--- config.mk ---
export PLATFORM = sky130hd
export DESIGN_NAME = alu_arbiter
export DESIGN_NICKNAME = d
export VERILOG_FILES = /design/src/rtl/alu_arbiter.sv
export SDC_FILE = /design/constraint.sdc
export NUM_CORES = 1
export LEC_CHECK = 0
export ABC_AREA = 1
export ABC_CLOCK_PERIOD_IN_PS = 4000
export BUFFER_PORTS_ARGS = -buffer_cell sky130_fd_sc_hd__buf_2
export CAP_MARGIN = 15
export CORE_AREA = 2 2 108 110
export CTS_CLUSTER_SIZE = 20
export DETAILED_ROUTE_END_ITERATION = 10
export DIE_AREA = 0 0 110 112
export PLACE_DENSITY_LB_ADDON = 0.12
export SETUP_SLACK_MARGIN = 0.5
export SLEW_MARGIN = 20
export SYNTH_ARGS = -nofsm -noshare
export SYNTH_HDL_FRONTEND = slang
export SYNTH_SLANG_ARGS = --single-unit
--- constraint.sdc ---
create_clock -name clk -period 4 [get_ports clk]
set_clock_uncertainty 0.15 [all_clocks]
set_input_delay 0 -clock clk [delete_from_list [all_inputs] [get_ports clk]]
set_output_delay 0 -clock clk [all_outputs]
set_load 0.02 [all_outputs]
--- src/rtl/alu_arbiter.sv ---
// alu_arbiter: shares one combinational ALU between two requesters
// (channel 0 = EXU, channel 1 = branch/CSR path).
// A single result slot holds the last ALU result for its owning channel
// until that channel takes it through the valid/ready handshake.
// Optional feature macro: ALU_ARB_FIXED_PRIO_EN
//   defined   -> channel 0 always wins contention (channel 1 may starve)
//   undefined -> round-robin between the two channels (default)
module alu_arbiter #(
    parameter int BW = 32
) (
    input  logic          clk,
    input  logic          rst,
    input  logic [1:0]    req_valid,
    output logic [1:0]    req_ready,
    input  logic [BW-1:0] req_d1_0,
    input  logic [BW-1:0] req_d1_1,
    input  logic [BW-1:0] req_d2_0,
    input  logic [BW-1:0] req_d2_1,
    input  logic [3:0]    req_op_0,
    input  logic [3:0]    req_op_1,
    output logic [BW-1:0] alu_d1,
    output logic [BW-1:0] alu_d2,
    output logic [3:0]    alu_choice,
    input  logic [BW-1:0] alu_res,
    input  logic          alu_of,
    output logic [1:0]    resp_valid,
    input  logic [1:0]    resp_ready,
    output logic [BW-1:0] resp_res,
    output logic          resp_of
);

    typedef enum logic {
        IDLE = 1'b0,
        HOLD = 1'b1
    } state_t;

    state_t        r_state;
    logic          r_owner;
    logic          r_last;
    logic [BW-1:0] r_res;
    logic          r_of;
    logic [1:0]    r_resp_valid;

    logic          w_slot_free;
    logic          w_owner_taking;
    logic          w_grant_vld;
    logic          w_grant_ch;

    // The slot can take a new result when empty or when its owner drains it this cycle.
    always_comb begin
        w_owner_taking = 1'b0;
        w_slot_free    = 1'b0;
        if (r_state == HOLD) begin
            w_owner_taking = resp_ready[r_owner];
            w_slot_free    = resp_ready[r_owner];
        end else begin
            w_owner_taking = 1'b0;
            w_slot_free    = 1'b1;
        end
    end

    // Pick at most one channel; contention goes to the channel not served last.
    always_comb begin
        w_grant_vld = 1'b0;
        w_grant_ch  = 1'b0;
        if (w_slot_free) begin
            case (req_valid)
                2'b01: begin
                    w_grant_vld = 1'b1;
                    w_grant_ch  = 1'b0;
                end
                2'b10: begin
                    w_grant_vld = 1'b1;
                    w_grant_ch  = 1'b1;
                end
                2'b11: begin
                    w_grant_vld = 1'b1;
`ifdef ALU_ARB_FIXED_PRIO_EN
                    w_grant_ch  = 1'b0;
`else
                    w_grant_ch  = ~r_last;
`endif
                end
                default: begin
                    w_grant_vld = 1'b0;
                    w_grant_ch  = 1'b0;
                end
            endcase
        end else begin
            w_grant_vld = 1'b0;
            w_grant_ch  = 1'b0;
        end
    end

    // One-hot accept and ALU operand steering from the granted channel; zeros when idle.
    always_comb begin
        req_ready  = 2'b00;
        alu_d1     = {BW{1'b0}};
        alu_d2     = {BW{1'b0}};
        alu_choice = 4'd0;
        if (w_grant_vld) begin
            if (w_grant_ch) begin
                req_ready  = 2'b10;
                alu_d1     = req_d1_1;
                alu_d2     = req_d2_1;
                alu_choice = req_op_1;
            end else begin
                req_ready  = 2'b01;
                alu_d1     = req_d1_0;
                alu_d2     = req_d2_0;
                alu_choice = req_op_0;
            end
        end else begin
            req_ready  = 2'b00;
            alu_d1     = {BW{1'b0}};
            alu_d2     = {BW{1'b0}};
            alu_choice = 4'd0;
        end
    end

    // Slot FSM: capture the ALU result on accept, release it on the owner's handshake.
    always_ff @(posedge clk) begin
        if (rst) begin
            r_state      <= IDLE;
            r_owner      <= 1'b0;
            r_last       <= 1'b1;
            r_res        <= {BW{1'b0}};
            r_of         <= 1'b0;
            r_resp_valid <= 2'b00;
        end else if (w_grant_vld) begin
            r_state      <= HOLD;
            r_owner      <= w_grant_ch;
            r_last       <= w_grant_ch;
            r_res        <= alu_res;
            r_of         <= alu_of;
            r_resp_valid <= w_grant_ch ? 2'b10 : 2'b01;
        end else if (w_owner_taking) begin
            r_state      <= IDLE;
            r_resp_valid <= 2'b00;
        end else begin
            r_state      <= r_state;
            r_resp_valid <= r_resp_valid;
        end
    end

    assign resp_valid = r_resp_valid;
    assign resp_res   = r_res;
    assign resp_of    = r_of;

endmodule

Word-level counts from Yosys, hierarchy flattened
Index checks and enable logic that the tools add are counted. Widths: inputs -> output; s select.

Flip-flop bits (word level): 38. Bits of input ports: 175. Output and inout port bits: 105. Logic and storage cells: 33.

$lt $le $gt $ge: 1. Equal/unequal tests: 3. Multiplexer cells: 20. Bitwise logic cells: 1. Reduce and logical (&&, ||, !) cells: 2.

Operator list (number): $mux 32 (4); $mux 1 (9); $mux 2 (4); $mux 4 (2); $eq 2x2->1 const B (2); $reduce_or 3->1 (1); $eq 2x1->1 const B (1); $lt 1x2->1 const B (1); $pmux 1 s2 (1); $reduce_bool 2->1 (1); $not 1->1 (1).

Longest topological paths before layout
Word-level depth: 6. Gate-level depth with buffers: 10. Gate-level depth less buffers: 7.

Least setup slack after synthesis
OpenSTA, ideal clock, no wires.

Path kind: flip-flop to output port. Start point: reg r_owner. End point: out alu_d1[22]. Data arrival time: 1.231 ns. Required time: 3.850 ns. Path slack: 2.619 ns. Stages on the path, launching flop included: 9. Path buffers: 2. Cells stage by stage: dfxtp_1 > nand2_1 > nand3_1 > buf_4 > nand3_2 > inv_2 > buf_2 > nand2_1 > nand2_1.

Longest elaborated chain between the ends: 6. Elaborated cells between the ends (all ways): 7. Classes of those cells: 7 x mux.

RTL lines: start: declaration (line 38) `logic r_owner;`; start signal: assignment (line 132) `r_owner <= w_grant_ch;`; $mux 1 (not written as such) * (2 in a row) (line 55) `w_slot_free = resp_ready[r_owner];`; $mux 1 * (line 53) `if (r_state == HOLD) begin`; $mux 1 (line 66) `if (w_slot_free) begin`; $mux 32 (line 102) `if (w_grant_ch) begin`; $mux 32 * (line 101) `if (w_grant_vld) begin`; end: declaration (line 21) `output logic [BW-1:0] alu_d1,`.

Mark *: on every way between the ends. The rest lies on a longest branch, timed or not. The select of a mux whose other input is x is not followed.

Worst setup path in the final report
Start point: reg r_owner. End point: out alu_d2[11].

Longest elaborated chain between the ends: 6. Elaborated cells between the ends (all ways): 7. Classes of those cells: 7 x mux.

RTL lines: $mux 1 (not written as such) * (2 in a row) (line 55); $mux 1 * (line 53); $mux 1 (line 66); $mux 32 (line 102); $mux 32 * (line 101); end: declaration (line 22) `output logic [BW-1:0] alu_d2,`.

Marked as above.

==> impl_metrics.csv <==
group,metric,value,unit
floorplanning,core,0.01117,mm²
floorplanning,num_io_pins,280,
cells_and_area,final_common_cell,"buf_2",
global_route,grt_pass1_vias,3361,
timing,hold_viol,0,
setup_path,cp-end-kind,"primary output",
pwr,p_leak,2.522,nW
clock_network,clk_latency,0.28,ns
setup_path,start_kind,"register",
route,dr.first_iter.drc_count,144,
clock_network,ctsResizeCount,0,
route,drt-wirelength-per-cell,13.20,µm
placed_design,port_buffers,279,
clock_network,cts_tree,"built",
cells_and_area,layout-drive-gt1-share,42.55,%
logic_synthesis,synth_nets,569,
setup_path,arrival,2.84,ns
logic_synthesis,synth_top_area_share,41.19,%
cells_and_area,layout-area-overhead-vs-synth,86.49,%
setup_path,crit_chain,"inv_1 > nand2_1 > nand3_1 > nand3_2 > clkinv_2 > nand2_1 > nand2_1 > buf_2",
cells_and_area,ff_latch_area,760.7,µm²
logic_synthesis,synth-xor-area-share,0,%
timing,drv_slew,0,
cells_and_area,stdcell_area,0.004198,mm²
setup_path,crit_slowest_cell,"clkinv_2",
setup_path,cp_top_family,"simple AND/OR/NAND/NOR gates",
timing,setup_violations,0,
route,via_per_inst,4.184,
logic_synthesis,ys_seq_elements,38,
setup_path,criticalPathCategory,"reg2out",
route,dr.pass1.iters,4,
route,drc,0,
setup_path,cp_num_buf_inv,3,
placed_design,dpl-instance-area,0.003682,mm²
logic_synthesis,synth.area.top_cells,"nand2_1 41%, dfxtp_1 34%, a21oi_1 8.4%",
floorplanning,die_width,110,µm
cells_and_area,multi_input_comb_area,0.001313,mm²
cells_and_area,most-common-layout-cells,"279 x buf_2, 247 x nand2_1, 38 x a21oi_1, 38 x dfxtp_1, 36 x dlygate4sd3_1",
timing,timing.fmax,334.4,MHz
setup_path,critPathRequiredTime,3.85,ns
logic_synthesis,yosysWarningCount,0,
placed_design,dp_hpwl,8291,µm
setup_path,max_stage_delay,0.71,ns
logic_synthesis,synth_compound_area_share,8.449,%
route,wl,11020,µm
timing,timing.final.crit_period,2.990,ns
clock_network,cts_hold_buf,36,
floorplanning,num_rows,39,
clock_network,htreeDepth,2,
run_status,status,"finished clean",
global_route,grt_usage,16.67,%
timing,finalCritPeriodShare,74.75,%
clock_network,cts_buffers,5,
pwr,cellPowerDensity,325.4,mW/mm²
logic_synthesis,synth_top_family_by_area,"simple AND/OR/NAND/NOR gates",
global_route,grt_max_degree,70,
route,dr_total_vias,3494,
logic_synthesis,syn-mean-instance-area,5.713,µm²
clock_network,cts_buffer_depth,2,
logic_synthesis,yosysSeqAreaShare,33.80,%
logic_synthesis,synth_fa_ha_area_share,0,%
clock_network,post_cts_buffers,0,
min_path,worstHoldPathType,"in2reg",
setup_path,crit_path_frequent_cell,"nand2_1",
job,cap_violations,0,
cells_and_area,fill_cells,1228,
logic_synthesis,muxShareOfSynthArea,0,%
global_route,antenna_found_initial,2,
global_route,grt-ovfl-total,0,
timing,fin_tns_setup,0,ns
clock_network,clock_sinks,38,
floorplanning,die_h,112,µm
global_route,grt_pass1_wl,16170,µm
timing,grt_setup_unrepaired,"no",
timing,slew_headroom,38.02,%
logic_synthesis,synth_area,0.002251,mm²
cells_and_area,fin_nets,865,
placed_design,gp_congestion,0.9276,
setup_path,path_max_fanout,69,
clock_network,clk_pin_slew_worst_paths,0.06,ns
timing,worst_pin_slew,0.9296,ns
route,antenna_left,0,
clock_network,clock-root-buffer,"clkbuf_16",
logic_synthesis,yosys.area_share.simple,49.86,%
floorplanning,initial_core_util,20.14,%
pwr,peakVddDrop,240.6,µV
logic_synthesis,yosysTopAreaCell,"nand2_1",
floorplanning,die_area,0.01232,mm²
logic_synthesis,syn_inst,394,
logic_synthesis,ys_types,14,
through the flow:
step                      setup WS (ns)  total power [W]  instances  hold WS, ns  util, %
after floorplan                   2.619        0.0007386        394      0.01441        -
after global routing             0.6454         0.001454        834       0.1759    37.54
after global placement            1.364        0.0009510        790       0.1229    32.95
final                             1.010         0.001366        835       0.1426    37.57
after detailed placement          1.326        0.0009498        790       0.1288    32.95
after CTS                         1.025         0.001381        834       0.1390    37.53
cells in the mapped netlist:
library cell  count
inv_2             3
a21oi_1          38
clkbuf_1          4
nand3_2           1
buf_4             6
nand2_1         247
inv_1             2
nand2_2           1
buf_6             2
dfxtp_1          38
buf_2            13
nand3_1          35
buf_1             3
nor2_1            1
final timing paths:
kind | startpoint | end | slack, ns | depth (start not counted)
worst min-delay path | rst | resp_res[11] | 0.14 | 2
worst max-delay path | r_owner | alu_d2[11] | 1.01 | 8
worst max register to register | r_owner | resp_res[15] | 1.53 | 7
worst min register to register | resp_res[21] | resp_res[21] | 0.31 | 2
sequential cells by signal, summed over array words and instances, names as in the netlist:
register,flops
resp_res,32
resp_valid,2
resp_of,1
r_state,1
r_owner,1
r_last,1
layer usage:
| metal | wire length [µm] | global-route usage (%) | vias up |
|---|---|---|---|
| li1 | - | - | 1819 |
| met1 | 4275 | 19.04 | 1510 |
| met2 | 5630 | 31.08 | 152 |
| met3 | 1018 | 4.274 | 11 |
| met4 | 92 | 2.532 | 2 |
| met5 | 7 | 0 | - |
where the power goes:
| part | internal [W] | switching (W) |
|---|---|---|
| registers | 0.000407 | 0.0000137 |
| clock network | 0.000247 | 0.000154 |
| logic | 0.000209 | 0.000335 |
| total | 0.000863 | 0.000503 |
layout make-up:
class	instances	area share, %
clock buffer	6	3.308
multi-input combinational	323	31.27
inverter	5	0.4769
clock inverter	2	0.2981
antenna	1	0.05961
timing repair buffer	317	42.21
sequential	38	18.12
tap	143	4.262
cell families (layout without fill, tap and decap cells):
logic type | after synthesis | count (layout)
flip-flops | 38 | 38
AO/OA/AOI/OAI | 38 | 38
buffers and inverters | 33 | 330
other | 0 | 1
AND/OR/NAND/NOR | 285 | 285
No activity file was read; power rests on OpenSTA's default activity.
